--- config.mk ---
export PLATFORM = sky130hd
export DESIGN_NAME = prog_loader
export DESIGN_NICKNAME = d
export VERILOG_FILES = /design/src/rtl/loader_pkg.sv /design/src/rtl/prog_loader_word_assembler.sv /design/src/rtl/prog_loader.sv
export SDC_FILE = /design/constraint.sdc
export NUM_CORES = 1
export LEC_CHECK = 0
export CAP_MARGIN = 20
export CELL_PAD_IN_SITES_DETAIL_PLACEMENT = 1
export CELL_PAD_IN_SITES_GLOBAL_PLACEMENT = 2
export CORE_ASPECT_RATIO = 1.75
export CORE_UTILIZATION = 35
export DETAILED_ROUTE_END_ITERATION = 8
export GPL_TIMING_DRIVEN = 0
export HOLD_SLACK_MARGIN = 0.06
export MAX_ROUTING_LAYER = met4
export PLACE_DENSITY = 0.75
export SLEW_MARGIN = 10
export SYNTH_ARGS = -nofsm -noshare
export SYNTH_HDL_FRONTEND = slang
export SYNTH_SLANG_ARGS = --single-unit
--- constraint.sdc ---
create_clock -name clk -period 2.95 [get_ports clk]
set_clock_uncertainty 0.2 [all_clocks]
set_input_delay 0.7375 -clock clk [delete_from_list [all_inputs] [get_ports clk]]
set_output_delay 0.7375 -clock clk [all_outputs]
set_load 0.005 [all_outputs]
--- src/rtl/loader_pkg.sv ---
// Shared types and defaults for the boot-time program loader.
package loader_pkg;

   typedef enum logic [2:0] {
      IDLE,
      LEN0,
      LEN1,
      DATA,
      CSUM,
      DONE,
      ERR
   } state_e;

   localparam int          DEFAULT_ADDR_W = 7;
   localparam logic [7:0]  DEFAULT_MAGIC  = 8'hA5;

endpackage

--- src/rtl/prog_loader_word_assembler.sv ---
// Collects four payload bytes into a little-endian 32-bit word; the completed
// word is presented combinationally alongside word_done on the 4th byte.
module word_assembler (
   input  logic        clk,
   input  logic        reset,
   input  logic        clear,
   input  logic        byte_valid,
   input  logic [7:0]  byte_in,
   output logic [31:0] word_out,
   output logic        word_done
);

   logic [1:0]  idx_q, idx_d;
   logic [31:0] lanes_q, lanes_d;

   always_comb begin
      idx_d   = idx_q;
      lanes_d = lanes_q;
      if (clear) begin
         idx_d   = '0;
         lanes_d = '0;
      end else if (byte_valid) begin
         idx_d = idx_q + 2'd1;
         lanes_d[{idx_q, 3'b000} +: 8] = byte_in;
      end
   end

   // word_out includes the byte arriving this cycle so the top can register it directly
   assign word_out  = lanes_d;
   assign word_done = byte_valid && !clear && (idx_q == 2'd3);

   always_ff @(posedge clk) begin
      if (!reset) begin
         idx_q   <= '0;
         lanes_q <= '0;
      end else begin
         idx_q   <= idx_d;
         lanes_q <= lanes_d;
      end
   end

endmodule

--- src/rtl/prog_loader.sv ---
// Framed byte-stream loader: writes words into instruction memory and holds
// the CPU in reset until a frame with a matching XOR checksum has landed.
module prog_loader
   import loader_pkg::*;
#(
   parameter int         ADDR_W = DEFAULT_ADDR_W,
   parameter logic [7:0] MAGIC  = DEFAULT_MAGIC
) (
   input  logic              clk,
   input  logic              reset,
   input  logic              rx_valid,
   input  logic [7:0]        rx_data,
   output logic              rx_ready,
   output logic              imem_we,
   output logic [ADDR_W-1:0] imem_addr,
   output logic [31:0]       imem_wdata,
   output logic              cpu_run,
   output logic              load_err
);

   localparam logic [16:0] MAX_WORDS = 17'(1) << ADDR_W;

   state_e            state_q, state_d;
   logic [7:0]        len_lo_q, len_lo_d;
   logic [15:0]       len_q, len_d;
   logic [15:0]       word_cnt_q, word_cnt_d;
   logic [7:0]        csum_q, csum_d;
   logic              rx_ready_q, rx_ready_d;
   logic              imem_we_q, imem_we_d;
   logic [ADDR_W-1:0] imem_addr_q, imem_addr_d;
   logic [31:0]       imem_wdata_q, imem_wdata_d;
   logic              cpu_run_q, cpu_run_d;
   logic              load_err_q, load_err_d;

   logic              accept;
   logic              magic_seen;
   logic              data_byte;
   logic [31:0]       asm_word;
   logic              asm_done;
   logic [15:0]       len_in;

   assign accept     = rx_valid && rx_ready_q;
   assign magic_seen = accept && (state_q == IDLE) && (rx_data == MAGIC);
   assign data_byte  = accept && (state_q == DATA);
   assign len_in     = {rx_data, len_lo_q};

   word_assembler u_word_assembler (
      .clk        (clk),
      .reset      (reset),
      .clear      (magic_seen),
      .byte_valid (data_byte),
      .byte_in    (rx_data),
      .word_out   (asm_word),
      .word_done  (asm_done)
   );

   // Next-state, counters, checksum and registered-output values
   always_comb begin
      state_d      = state_q;
      len_lo_d     = len_lo_q;
      len_d        = len_q;
      word_cnt_d   = word_cnt_q;
      csum_d       = csum_q;
      imem_we_d    = 1'b0;
      imem_wdata_d = imem_wdata_q;
      imem_addr_d  = imem_we_q ? (imem_addr_q + ADDR_W'(1)) : imem_addr_q;

      case (state_q)
         IDLE: begin
            if (magic_seen) begin
               state_d = LEN0;
               csum_d  = '0;
            end
         end
         LEN0: begin
            if (accept) begin
               len_lo_d = rx_data;
               state_d  = LEN1;
            end
         end
         LEN1: begin
            if (accept) begin
               len_d       = len_in;
               word_cnt_d  = '0;
               imem_addr_d = '0;
               if ({1'b0, len_in} > MAX_WORDS) begin
                  state_d = ERR;
               end else if (len_in == 16'd0) begin
                  state_d = CSUM;
               end else begin
                  state_d = DATA;
               end
            end
         end
         DATA: begin
            if (data_byte) begin
               csum_d = csum_q ^ rx_data;
               if (asm_done) begin
                  imem_we_d    = 1'b1;
                  imem_wdata_d = asm_word;
                  word_cnt_d   = word_cnt_q + 16'd1;
                  if (word_cnt_d == len_q) begin
                     state_d = CSUM;
                  end
               end
            end
         end
         CSUM: begin
            if (accept) begin
               state_d = (rx_data == csum_q) ? DONE : ERR;
            end
         end
         DONE: state_d = DONE;
         ERR:  state_d = ERR;
         default: state_d = IDLE;
      endcase

      rx_ready_d = (state_d != DONE);
      cpu_run_d  = (state_d == DONE);
      load_err_d = (state_d == ERR);
   end

   always_ff @(posedge clk) begin
      if (!reset) begin
         state_q      <= IDLE;
         len_lo_q     <= '0;
         len_q        <= '0;
         word_cnt_q   <= '0;
         csum_q       <= '0;
         rx_ready_q   <= 1'b0;
         imem_we_q    <= 1'b0;
         imem_addr_q  <= '0;
         imem_wdata_q <= '0;
         cpu_run_q    <= 1'b0;
         load_err_q   <= 1'b0;
      end else begin
         state_q      <= state_d;
         len_lo_q     <= len_lo_d;
         len_q        <= len_d;
         word_cnt_q   <= word_cnt_d;
         csum_q       <= csum_d;
         rx_ready_q   <= rx_ready_d;
         imem_we_q    <= imem_we_d;
         imem_addr_q  <= imem_addr_d;
         imem_wdata_q <= imem_wdata_d;
         cpu_run_q    <= cpu_run_d;
         load_err_q   <= load_err_d;
      end
   end

   assign rx_ready   = rx_ready_q;
   assign imem_we    = imem_we_q;
   assign imem_addr  = imem_addr_q;
   assign imem_wdata = imem_wdata_q;
   assign cpu_run    = cpu_run_q;
   assign load_err   = load_err_q;

endmodule

Word-level counts from Yosys, hierarchy flattened
Cells that the tools add are included.
{"block": "classes", "addsub": 4, "n_lt_le_gt_ge": 1, "eq_ne": 17, "shifts": 2, "muxes": 25, "n_bitwise": 2, "n_reduce_logical": 18}
{"op": "$mux W32", "count": 2}
{"op": "$mux W16", "count": 3}
{"op": "$bwmux W32", "count": 1}
{"op": "$pmux W16 S2", "count": 1}
{"op": "$shift A8 B7 Y32 const A", "count": 1}
{"op": "$shiftx A8 B7 Y32", "count": 1}
{"op": "$mux W3", "count": 9}
{"op": "$mux W7", "count": 3}
{"op": "$pmux W3 S7", "count": 1}
{"op": "$add A16 B1 Y16 const B", "count": 1}
{"op": "$eq A16 B16 Y1", "count": 1}
{"op": "$gt A16 B8 Y1 const B", "count": 1}
{"op": "$logic_not A16 Y1", "count": 1}
{"op": "$mux W8", "count": 2}
{"op": "$pmux W8 S2", "count": 1}
{"op": "$eq A3 B3 Y1 const B", "count": 5}
{"op": "$reduce_and A3 Y1", "count": 3}
{"op": "$eq A8 B8 Y1", "count": 1}
{"op": "$eq A8 B8 Y1 const B", "count": 1}
{"op": "$xor A8 B8 Y8", "count": 1}
{"op": "$add A7 B1 Y7 const B", "count": 1}
{"op": "$neg A5 Y7", "count": 1}
{"op": "$eq A3 B2 Y1 const B", "count": 2}
{"op": "$logic_and A1 B1 Y1", "count": 6}
{"op": "15 further kinds", "count": 19}
{"block": "totals", "register_bits": 128, "out_inout_bits": 43}

Logic depth before layout (Yosys ltp)
Gate-level depths: netlist (run 1).
{"block": "depth", "ltp_word": 10, "ltp_mapped": 9, "depth_no_buf": 8}

By module
From an unflattened synthesis (run 1), not the netlist that was laid out.
{"block": "unflattened", "cells_unflattened": 751, "area_unflattened_um2": 6005.8}
{"module": "prog_loader", "instances": 1, "cells_each": 562, "area_per_inst_um2": 4345.4, "seq_area_each_um2": 1881.8}
{"module": "word_assembler", "instances": 1, "cells_each": 189, "area_per_inst_um2": 1660.3, "seq_area_each_um2": 680.7}

Least setup slack after synthesis (run 1)
OpenSTA, ideal clock, no wires.
{"block": "synth_path", "path_type": "input port to flip-flop", "from": "input port rx_data[1]", "to": "register u_word_assembler.lanes_q[22]", "setup_ps": 117, "t_arrival_ps": 2319, "setup_slack_ps": 313, "stages": 8, "path_buffers": 3, "path_cell_list": "clkbuf_1 or4_1 nor3_1 and3b_1 nand2b_1 buf_2 buf_2 nor2_1"}
{"block": "synth_between", "elab_chain_len": 4, "word_cells_on_any_way": 6}
{"item": "from (decl)", "line": "prog_loader.sv:12", "text": "input logic [7:0] rx_data,"}
{"item": "$shiftx A8 B7 Y32", "line": "prog_loader_word_assembler.sv:24", "text": "lanes_d[{idx_q, 3'b000} +: 8] = byte_in;"}
{"item": "$bwmux W32", "line": "prog_loader_word_assembler.sv:24"}
{"item": "$mux W32", "line": "prog_loader_word_assembler.sv:22", "text": "end else if (byte_valid) begin"}
{"item": "$mux W32 *", "line": "prog_loader_word_assembler.sv:19", "text": "if (clear) begin"}
{"item": "to (signal assigned)", "line": "prog_loader_word_assembler.sv:38", "text": "lanes_q <= lanes_d;"}
{"item": "to (decl)", "line": "prog_loader_word_assembler.sv:14", "text": "logic [31:0] lanes_q, lanes_d;"}
Every way passes the cells marked *; elsewhere a longest branch is shown, timed or not.
A chain may end at the register's enable or synchronous reset.

Final worst setup path (run 1)
{"block": "layout_path", "from": "input port rx_valid", "to": "register imem_wdata_q[22], in the netlist imem_wdata[22]"}
{"block": "layout_between", "elab_chain_len": 7, "word_cells_on_any_way": 10}
{"item": "from (decl)", "line": "prog_loader.sv:11", "text": "input logic rx_valid,"}
{"item": "$logic_and A1 B1 Y1 *", "line": "prog_loader.sv:42", "text": "assign accept = rx_valid && rx_ready_q;"}
{"item": "$logic_and A1 B1 Y1 (2 in series)", "line": "prog_loader.sv:43", "text": "assign magic_seen = accept && (state_q == IDLE) && (rx_data == MAGIC);"}
{"item": "$logic_not A1 Y1", "line": "prog_loader_word_assembler.sv:30", "text": "assign word_done = byte_valid && !clear && (idx_q == 2'd3);"}
{"item": "$logic_and A1 B1 Y1 (2 in series)", "line": "prog_loader_word_assembler.sv:30"}
{"item": "$reduce_and A3 Y1 (no line)"}
{"item": "to (signal assigned)", "line": "prog_loader.sv:145", "text": "imem_wdata_q <= imem_wdata_d;"}
{"item": "to (decl)", "line": "prog_loader.sv:31", "text": "logic [31:0] imem_wdata_q, imem_wdata_d;"}
Marked as above.

==> impl_results.html, run 1 <==
<table>
<tr><th>Metric</th><th>Value</th></tr>
<tr><th colspan="2">Worst setup path</th></tr>
<tr><td>Data arrival time of the critical path</td><td>2930 ps</td></tr>
<tr><td>CP Data Required Time</td><td>3070 ps</td></tr>
<tr><td>Number of logic stages on the critical path including buffering</td><td>8</td></tr>
<tr><td>Highest fanout seen on the critical path</td><td>10</td></tr>
<tr><td>Cells traversed along the worst timing path</td><td>clkdlybuf4s50_1 &gt; and3b_1 &gt; nand2_1 &gt; a21oi_4 &gt; nand2_1 &gt; clkbuf_2 &gt; clkbuf_2 &gt; o31ai_1</td></tr>
<tr><td>Delay-heaviest family, CP</td><td>buffers and inverters</td></tr>
<tr><td>Element type at the critical path start</td><td>input pin</td></tr>
<tr><td>Worst-path cell with the longest stage delay</td><td>sky130_fd_sc_hd__clkdlybuf4s50_1</td></tr>
<tr><td>Worst setup path category</td><td>input pin to flop</td></tr>
<tr><td>Worst r2r src</td><td>word_cnt_q[0]</td></tr>
<tr><td>Depth of the worst register-to-register path</td><td>9</td></tr>
<tr><td>Number of buffer and inverter stages on the critical path</td><td>3</td></tr>
<tr><td>Category of the worst setup path capture point</td><td>flop</td></tr>
<tr><td>Startpoint of the most critical setup path</td><td>rx_valid</td></tr>
<tr><td>Maximum single-stage delay on the critical path</td><td>500 ps</td></tr>
<tr><th colspan="2">Synth</th></tr>
<tr><td>Number of synthesized flops with an enable pin</td><td>0</td></tr>
<tr><td>Fraction of synthesized cell area taken by the top area cell type</td><td>43.1%</td></tr>
<tr><td>Number of synthesized register bits</td><td>120</td></tr>
<tr><td>Syn. warnings</td><td>0</td></tr>
<tr><td>Mean instance size in the synthesized netlist</td><td>8.76 µm²</td></tr>
<tr><td>Async set-reset flop share out of synthesis</td><td>0%</td></tr>
<tr><td>Share of the yosys chip area belonging to registers</td><td>43.1%</td></tr>
<tr><td>Post-Syn Nets</td><td>655</td></tr>
<tr><td>Synthesized instance count</td><td>637</td></tr>
<tr><td>Most area-hungry cell type in the Yosys netlist</td><td>sky130_fd_sc_hd__dfxtp_1</td></tr>
<tr><td>Count of distinct cell types in the synthesized netlist</td><td>57</td></tr>
<tr><td>Main flop type after synthesis</td><td>sky130_fd_sc_hd__dfxtp_1</td></tr>
<tr><td>Summed instance area of the synthesized netlist</td><td>5580 µm²</td></tr>
<tr><td>Largest cells by area after synthesis</td><td>sky130_fd_sc_hd__dfxtp_1 (43%), sky130_fd_sc_hd__nand2_1 (5.3%), sky130_fd_sc_hd__mux2i_1 (4.8%), sky130_fd_sc_hd__o211a_1 (4.5%), sky130_fd_sc_hd__xnor2_1 (4.2%)</td></tr>
<tr><th colspan="2">Timing</th></tr>
<tr><td>Final-layout setup total negative slack</td><td>0 ps</td></tr>
<tr><td>Number of max-slew violations in the final report</td><td>0</td></tr>
<tr><td>RSZ-0062 raised after global routing</td><td>no</td></tr>
<tr><td>Share of the cycle needed by the critical path after routing</td><td>95.5%</td></tr>
<tr><td>Worst Max-Slew Pin Slew</td><td>785 ps</td></tr>
<tr><td>Shortest period the worst path allows</td><td>2820 ps</td></tr>
<tr><td>Max_slew headroom</td><td>47.6%</td></tr>
<tr><td>Count of endpoints failing hold in the final timing report</td><td>0</td></tr>
<tr><td>Fmax</td><td>0.355 GHz</td></tr>
<tr><td>Final setup vio count</td><td>0</td></tr>
<tr><th colspan="2">Min path</th></tr>
<tr><td>Class of the worst hold path</td><td>flop to flop</td></tr>
<tr><td>Hold Path Origin</td><td>u_word_assembler.lanes_q[6]</td></tr>
<tr><td>Number of cells on the worst hold path</td><td>2</td></tr>
<tr><th colspan="2">Die</th></tr>
<tr><td>Area of the core</td><td>15,500 µm²</td></tr>
<tr><td>Number of primary I/O pins</td><td>54</td></tr>
<tr><td>Die area</td><td>16,500 µm²</td></tr>
<tr><td>Count of standard-cell rows</td><td>60</td></tr>
<tr><td>Die W</td><td>97.4 µm</td></tr>
<tr><td>Initial Utilization</td><td>36.1%</td></tr>
<tr><td>Height of the die</td><td>169 µm</td></tr>
<tr><th colspan="2">GRT</th></tr>
<tr><td>Met1 track demand over resource</td><td>22.0%</td></tr>
<tr><td>Tot GR Track Use</td><td>22.3%</td></tr>
<tr><td>Global Route met3 Usage</td><td>3.22%</td></tr>
<tr><td>Maximum number of pins on one net before global-route repair</td><td>17</td></tr>
<tr><td>Antenna violations before repair</td><td>0</td></tr>
<tr><td>Vias in the first global route</td><td>5,250</td></tr>
<tr><td>Overflow left after global routing</td><td>0</td></tr>
<tr><td>Wire length of the first global-routing pass</td><td>27,800 µm</td></tr>
<tr><td>Met2 demand-to-capacity share in global routing</td><td>42.5%</td></tr>
<tr><td>Global routing's busiest layer</td><td>met2</td></tr>
<tr><th colspan="2">Place</th></tr>
<tr><td>Final Wtd Congestion</td><td>0.844</td></tr>
<tr><td>Detail Placement HPWL</td><td>12,700 µm</td></tr>
<tr><td>Placed Cells incl. Taps</td><td>872</td></tr>
<tr><td>Count of input and output buffers</td><td>49</td></tr>
<tr><th colspan="2">Final layout</th></tr>
<tr><td>Number of diodes</td><td>0</td></tr>
<tr><td>Signed area change from the synthesized netlist to the final layout</td><td>26.3%</td></tr>
<tr><td>FILL cells</td><td>1,796</td></tr>
<tr><td>Number of nets in the finished design</td><td>731</td></tr>
<tr><td>Fraction of final layout cells with drive strength greater than 1</td><td>10.6%</td></tr>
<tr><td>Filler-free cell count of the finished design</td><td>912</td></tr>
<tr><th colspan="2">Clock network</th></tr>
<tr><td>Max Root-Sink Buffers</td><td>2</td></tr>
<tr><td>Clock sink count</td><td>120</td></tr>
<tr><td>Clock tree from TritonCTS</td><td>yes</td></tr>
<tr><td>Root buffer cell</td><td>sky130_fd_sc_hd__clkbuf_16</td></tr>
<tr><td>Clk_lat worst skew</td><td>410 ps</td></tr>
<tr><td>Count of hold-fix buffers inserted at cts</td><td>0</td></tr>
<tr><td>Clock transition at path regs</td><td>60 ps</td></tr>
<tr><td>Maximum level of the CTS H-tree</td><td>4</td></tr>
<tr><td>Total CTS buffers</td><td>17</td></tr>
<tr><th colspan="2">Power and ir drop</th></tr>
<tr><td>Overall power consumption</td><td>3.90 mW</td></tr>
<tr><td>Maximum resistive drop on vdd</td><td>0.401 mV</td></tr>
<tr><td>Leakage power</td><td>2.96 nW</td></tr>
<tr><td>Power density over the cells</td><td>554 nW/µm²</td></tr>
<tr><th colspan="2">Route</th></tr>
<tr><td>Vias per cell</td><td>5.32</td></tr>
<tr><td>Per-cell routed wire length</td><td>18.7 µm</td></tr>
<tr><td>DRC violations left</td><td>0</td></tr>
<tr><td>Detail Route Antenna Nets</td><td>0</td></tr>
<tr><td>Drt first pass iters</td><td>5</td></tr>
<tr><td>Vias post-DR</td><td>4,850</td></tr>
<tr><td>Sum of routed wire length over all layers</td><td>17,100 µm</td></tr>
<tr><td>Number of violations reported at the end of detailed-routing iteration 0</td><td>184</td></tr>
<tr><th colspan="2">Flow run</th></tr>
<tr><td>Max-cap check violation count</td><td>0</td></tr>
<tr><th colspan="2">Run status</th></tr>
<tr><td>Run status</td><td>completed</td></tr>
</table>
final cells by class:
| cell class | instances | area, µm² | area share (%) |
|---|---|---|---|
| Buffer | 43 | 184 | 2.61 |
| Clock buffer | 19 | 443 | 6.29 |
| Clock inverter | 13 | 171 | 2.43 |
| Inverter | 9 | 33.8 | 0.479 |
| Multi-Input combinational cell | 465 | 3030 | 43.0 |
| Sequential cell | 120 | 2400 | 34.1 |
| Tap cell | 186 | 233 | 3.30 |
| Timing Repair Buffer | 57 | 551 | 7.81 |
path summary, 6_finish.rpt:
path | end | slack, ps
max | imem_wdata[22] | 130
min | u_word_assembler.lanes_q[6] | 270
max reg2reg | load_err | 170
min reg2reg | u_word_assembler.lanes_q[6] | 270
power by group:
group	total [mW]	internal [mW]	switching, mW
Sequential	1.63	1.63	0.00419
Combinational	0.131	0.0436	0.0876
Clock	2.14	1.36	0.785
Total	3.90	3.03	0.877
layout by cell type, fill, tap and decap left out, types with 24 or more instances in the layout:
master | Yosys | layout
sky130_fd_sc_hd__nand2_1 | 79 | 78
sky130_fd_sc_hd__mux2i_1 | 27 | 27
sky130_fd_sc_hd__nor2b_1 | 36 | 36
sky130_fd_sc_hd__clkdlybuf4s50_1 | 0 | 49
sky130_fd_sc_hd__dfxtp_1 | 120 | 118
sky130_fd_sc_hd__and3_1 | 27 | 27
sky130_fd_sc_hd__xnor2_1 | 27 | 27
sky130_fd_sc_hd__clkbuf_1 | 30 | 24
sky130_fd_sc_hd__o211a_1 | 25 | 25
sky130_fd_sc_hd__a21oi_1 | 33 | 33
sky130_fd_sc_hd__nor2_1 | 52 | 52
Yosys cell counts, types with 4 or more instances:
master	instances
sky130_fd_sc_hd__nor4_1	5
sky130_fd_sc_hd__o21ai_1	8
sky130_fd_sc_hd__or4_1	4
sky130_fd_sc_hd__dfxtp_1	120
sky130_fd_sc_hd__and2_1	11
sky130_fd_sc_hd__buf_2	10
sky130_fd_sc_hd__o21ai_0	20
sky130_fd_sc_hd__nand3_1	11
sky130_fd_sc_hd__nor2b_1	36
sky130_fd_sc_hd__nand2_1	79
sky130_fd_sc_hd__xnor2_1	27
sky130_fd_sc_hd__nor3b_1	4
sky130_fd_sc_hd__a21oi_1	33
sky130_fd_sc_hd__mux2i_1	27
sky130_fd_sc_hd__and3_1	27
sky130_fd_sc_hd__ha_1	7
sky130_fd_sc_hd__xor2_1	8
sky130_fd_sc_hd__nand4_1	8
sky130_fd_sc_hd__nor3_1	8
sky130_fd_sc_hd__a21boi_0	12
sky130_fd_sc_hd__clkbuf_1	30
sky130_fd_sc_hd__nor2_1	52
sky130_fd_sc_hd__inv_1	9
sky130_fd_sc_hd__o211a_1	25
per-stage QoR:
stage	worst slack (ps)	hold slack (ps)	util, %	area (µm²)
global route	6.91	294	45.6	7050
finish	133	272	45.6	7050
detailed placement	-709	264	40.8	6300
CTS	-15.7	276	44.9	6950
global placement	-609	256	40.8	6300
floorplan	313	244	-	5580
logic make-up (layout without fill, tap and decap cells):
kind of cell	count (synthesis)	after routing	share of synthesized area (%)
adders and majority gates	7	7	1.57
and+or+nand+nor	273	273	26.0
buffers and inverters	52	141	3.72
DFF	120	120	43.1
AOI/OAI and AO/OA	122	122	15.1
xor gates and xnor gates	35	35	5.49
muxes	28	28	5.11
timing repair:
item | in CTS | in global routing
gates resized for setup | 10 | 12
endpoints found under the hold margin | 0 | 0
endpoints found under the setup margin | 52 | 46
buffers inserted | 0 | 8
pin swaps | 1 | 4
worst register-to-register path, cell delays in order (launching register included):
cell	delay, ps
sky130_fd_sc_hd__dfxtp_2	410
sky130_fd_sc_hd__ha_4	200
sky130_fd_sc_hd__nand3_2	180
sky130_fd_sc_hd__or3_1	390
sky130_fd_sc_hd__buf_2	160
sky130_fd_sc_hd__mux2_4	300
sky130_fd_sc_hd__a21oi_1	170
sky130_fd_sc_hd__o2111ai_2	170
sky130_fd_sc_hd__nor2b_2	230
sky130_fd_sc_hd__nor4_4	270
sequential cells by signal, summed over array words and instances (netlist names):
register,count
cpu_run,1
csum_q,8
imem_addr,7
imem_wdata,32
imem_we,1
len_lo_q,8
len_q,16
load_err,1
rx_ready,1
state_q,3
u_word_assembler.idx_q,2
u_word_assembler.lanes_q,24
word_cnt_q,16
routing by layer:
metal	vias up	wire, µm
li1	2361	-
met1	2361	6560
met2	88	9520
met3	40	379
met4	0	622
met5	-	0
(Power assumes the default switching activity.)
==> inputs of run 2 (changes only) <==
CAP_MARGIN = unset   (was 20)
CELL_PAD_IN_SITES_DETAIL_PLACEMENT = 0   (was 1)
CELL_PAD_IN_SITES_GLOBAL_PLACEMENT = 1   (was 2)
CORE_UTILIZATION = 43   (was 35)
==> impl_results.html, run 2 (synthesized netlist as in run 1, its figures left out) <==
<table>
<tr><th>Metric</th><th>Value</th></tr>
<tr><th colspan="2">Place</th></tr>
<tr><td>Final Wtd Congestion</td><td>0.932</td></tr>
<tr><td>Detail Placement HPWL</td><td>10,900 µm</td></tr>
<tr><td>Placed Cells incl. Taps</td><td>854</td></tr>
<tr><td>Count of input and output buffers</td><td>49</td></tr>
<tr><th colspan="2">Power and ir drop</th></tr>
<tr><td>Leakage power</td><td>2.94 nW</td></tr>
<tr><td>Comb power frac</td><td>3.2%</td></tr>
<tr><td>Portion of total power attributed to sequential cells</td><td>41.9%</td></tr>
<tr><td>Sw Ratio</td><td>22.9%</td></tr>
<tr><td>Power density over the cells</td><td>557 nW/µm²</td></tr>
<tr><td>Switching power of the nets</td><td>889 µW</td></tr>
<tr><td>Maximum resistive drop on vdd</td><td>0.345 mV</td></tr>
<tr><td>Clock group share of total power</td><td>54.8%</td></tr>
<tr><td>Power Internal</td><td>3.00 mW</td></tr>
<tr><th colspan="2">Die</th></tr>
<tr><td>Die W</td><td>88.1 µm</td></tr>
<tr><td>Die area</td><td>13,500 µm²</td></tr>
<tr><td>Area of the core</td><td>12,600 µm²</td></tr>
<tr><td>Count of standard-cell rows</td><td>54</td></tr>
<tr><td>Number of primary I/O pins</td><td>54</td></tr>
<tr><td>Initial Utilization</td><td>44.4%</td></tr>
<tr><td>Height of the die</td><td>153 µm</td></tr>
<tr><th colspan="2">Route</th></tr>
<tr><td>Number of violations reported at the end of detailed-routing iteration 0</td><td>200</td></tr>
<tr><td>Detail Route Antenna Nets</td><td>0</td></tr>
<tr><td>Vias post-DR</td><td>4,709</td></tr>
<tr><td>DRC violations left</td><td>0</td></tr>
<tr><td>Vias per cell</td><td>5.29</td></tr>
<tr><td>Per-cell routed wire length</td><td>16.9 µm</td></tr>
<tr><td>Drt first pass iters</td><td>5</td></tr>
<tr><td>Sum of routed wire length over all layers</td><td>15,000 µm</td></tr>
<tr><th colspan="2">Clock network</th></tr>
<tr><td>Total CTS buffers</td><td>17</td></tr>
<tr><td>Clock sink count</td><td>120</td></tr>
<tr><td>Maximum level of the CTS H-tree</td><td>4</td></tr>
<tr><td>Clock tree from TritonCTS</td><td>yes</td></tr>
<tr><td>Max Root-Sink Buffers</td><td>2</td></tr>
<tr><td>Clk_lat worst skew</td><td>410 ps</td></tr>
<tr><td>Clock transition at path regs</td><td>60 ps</td></tr>
<tr><td>Root buffer cell</td><td>sky130_fd_sc_hd__clkbuf_16</td></tr>
<tr><th colspan="2">Worst setup path</th></tr>
<tr><td>Highest fanout seen on the critical path</td><td>10</td></tr>
<tr><td>Worst setup path category</td><td>input pin to flop</td></tr>
<tr><td>Element type at the critical path start</td><td>input pin</td></tr>
<tr><td>Data arrival time of the critical path</td><td>2900 ps</td></tr>
<tr><td>Category of the worst setup path capture point</td><td>flop</td></tr>
<tr><td>CP Data Required Time</td><td>3060 ps</td></tr>
<tr><th colspan="2">Timing</th></tr>
<tr><td>RSZ-0062 raised after global routing</td><td>no</td></tr>
<tr><td>Worst Max-Slew Pin Slew</td><td>748 ps</td></tr>
<tr><td>Final-layout setup total negative slack</td><td>0 ps</td></tr>
<tr><td>Shortest period the worst path allows</td><td>2800 ps</td></tr>
<tr><td>Share of the cycle needed by the critical path after routing</td><td>94.8%</td></tr>
<tr><td>Fmax</td><td>0.357 GHz</td></tr>
<tr><td>Final setup vio count</td><td>0</td></tr>
<tr><td>Max_slew headroom</td><td>50.0%</td></tr>
<tr><td>Number of max-slew violations in the final report</td><td>0</td></tr>
<tr><td>Count of endpoints failing hold in the final timing report</td><td>0</td></tr>
<tr><th colspan="2">Flow run</th></tr>
<tr><td>Max-cap check violation count</td><td>0</td></tr>
<tr><th colspan="2">Final layout</th></tr>
<tr><td>Area taken by multi-input logic gates</td><td>3020 µm²</td></tr>
<tr><td>Number of diodes</td><td>0</td></tr>
<tr><td>FILL cells</td><td>1,202</td></tr>
<tr><td>Signed area change from the synthesized netlist to the final layout</td><td>25.0%</td></tr>
<tr><td>Filler-free cell count of the finished design</td><td>890</td></tr>
<tr><td>Layout Utilization</td><td>55.5%</td></tr>
<tr><td>Commonest cells after routing, fill and taps aside</td><td>sky130_fd_sc_hd__dfxtp_1 (119), sky130_fd_sc_hd__nand2_1 (79), sky130_fd_sc_hd__nor2_1 (52)</td></tr>
<tr><td>Number of nets in the finished design</td><td>728</td></tr>
<tr><td>Flip-flop count of the largest register after layout</td><td>32</td></tr>
<tr><td>Register cell area after layout</td><td>2400 µm²</td></tr>
<tr><td>Most common cell after layout, fill and taps aside</td><td>sky130_fd_sc_hd__dfxtp_1</td></tr>
<tr><td>Fraction of final layout cells with drive strength greater than 1</td><td>9.56%</td></tr>
<tr><th colspan="2">Min path</th></tr>
<tr><td>Class of the worst hold path</td><td>flop to flop</td></tr>
<tr><th colspan="2">GRT</th></tr>
<tr><td>Overflow left after global routing</td><td>0</td></tr>
<tr><td>Tot GR Track Use</td><td>24.4%</td></tr>
<tr><td>Wire length of the first global-routing pass</td><td>23,800 µm</td></tr>
<tr><td>Antenna violations before repair</td><td>0</td></tr>
<tr><td>Maximum number of pins on one net before global-route repair</td><td>17</td></tr>
<tr><td>Vias in the first global route</td><td>4,565</td></tr>
<tr><th colspan="2">Run status</th></tr>
<tr><td>Run status</td><td>completed</td></tr>
</table>
==> run 2: critical path: stages <==
cell and delay [ps]:
sky130_fd_sc_hd__clkdlybuf4s50_1 470, sky130_fd_sc_hd__nand2_1 190, sky130_fd_sc_hd__nor3_4 280, sky130_fd_sc_hd__buf_4 160
sky130_fd_sc_hd__clkbuf_2 310, sky130_fd_sc_hd__buf_1 480, sky130_fd_sc_hd__nand2_1 110, sky130_fd_sc_hd__o211a_1 150
==> run 2: final cells by class <==
| type | count | share of cell area (%) |
|---|---|---|
| sequential | 120 | 34.5 |
| multi-input combinational | 465 | 43.3 |
| clock buffer | 17 | 6.10 |
| inverter | 9 | 0.484 |
| buffer | 43 | 2.60 |
| tap | 168 | 3.01 |
| timing repair buffer | 54 | 7.57 |
| clock inverter | 14 | 2.51 |
==> run 2: metal layers <==
metal	GRT usage (%)	wire length (µm)	vias to the layer above
li1	-	-	2361
met1	25.3	5880	2225
met2	42.9	8220	89
met3	5.31	527	34
met4	10.8	417	0
met5	-	0	-
==> run 2: power by group through the flow <==
stage | Clock, mW | Sequential (mW) | Combinational, mW
final | 2.13 | 1.63 | 0.126
after global routing | 2.24 | 1.63 | 0.137
after detailed placement | 0 | 1.67 | 0.124
after global placement | 0 | 1.67 | 0.122
after CTS | 2.16 | 1.63 | 0.124
after floorplan | 0 | 1.66 | 0.0748
==> run 2: metrics by stage <==
| step | area [µm²] | hold slack [ps] | worst slack, ps | power (mW) |
|---|---|---|---|---|
| 2_1_floorplan | 5580 | 244 | 313 | 1.74 |
| 3_3_place_gp | 6280 | 254 | -514 | 1.79 |
| 3_5_place_dp | 6280 | 263 | -509 | 1.79 |
| 4_1_cts | 6880 | 277 | 1.73 | 3.91 |
| 5_1_grt | 6980 | 296 | 2.63 | 4.00 |
| 6_report | 6980 | 268 | 152 | 3.89 |
==> run 2: path summary, 6_finish.rpt <==
kind	endpoint	slack, ps	from	cells after the start
worst max-delay path	imem_wdata[19]	150	rx_valid	8
worst min-delay path	imem_wdata[28]	270	imem_wdata[28]	2
worst max register to register	load_err	150	word_cnt_q[1]	9
worst min register to register	imem_wdata[28]	270	imem_wdata[28]	2
==> run 2: what timing repair did <==
| item | 4_1_cts | 5_1_grt |
|---|---|---|
| pin swaps | 0 | 4 |
| setup buffers | 0 | 5 |
| hold endpoints to repair | 0 | 0 |
| resized for setup | 2 | 16 |
| setup endpoints to repair | 15 | 42 |
| hold buffers | 0 | 0 |
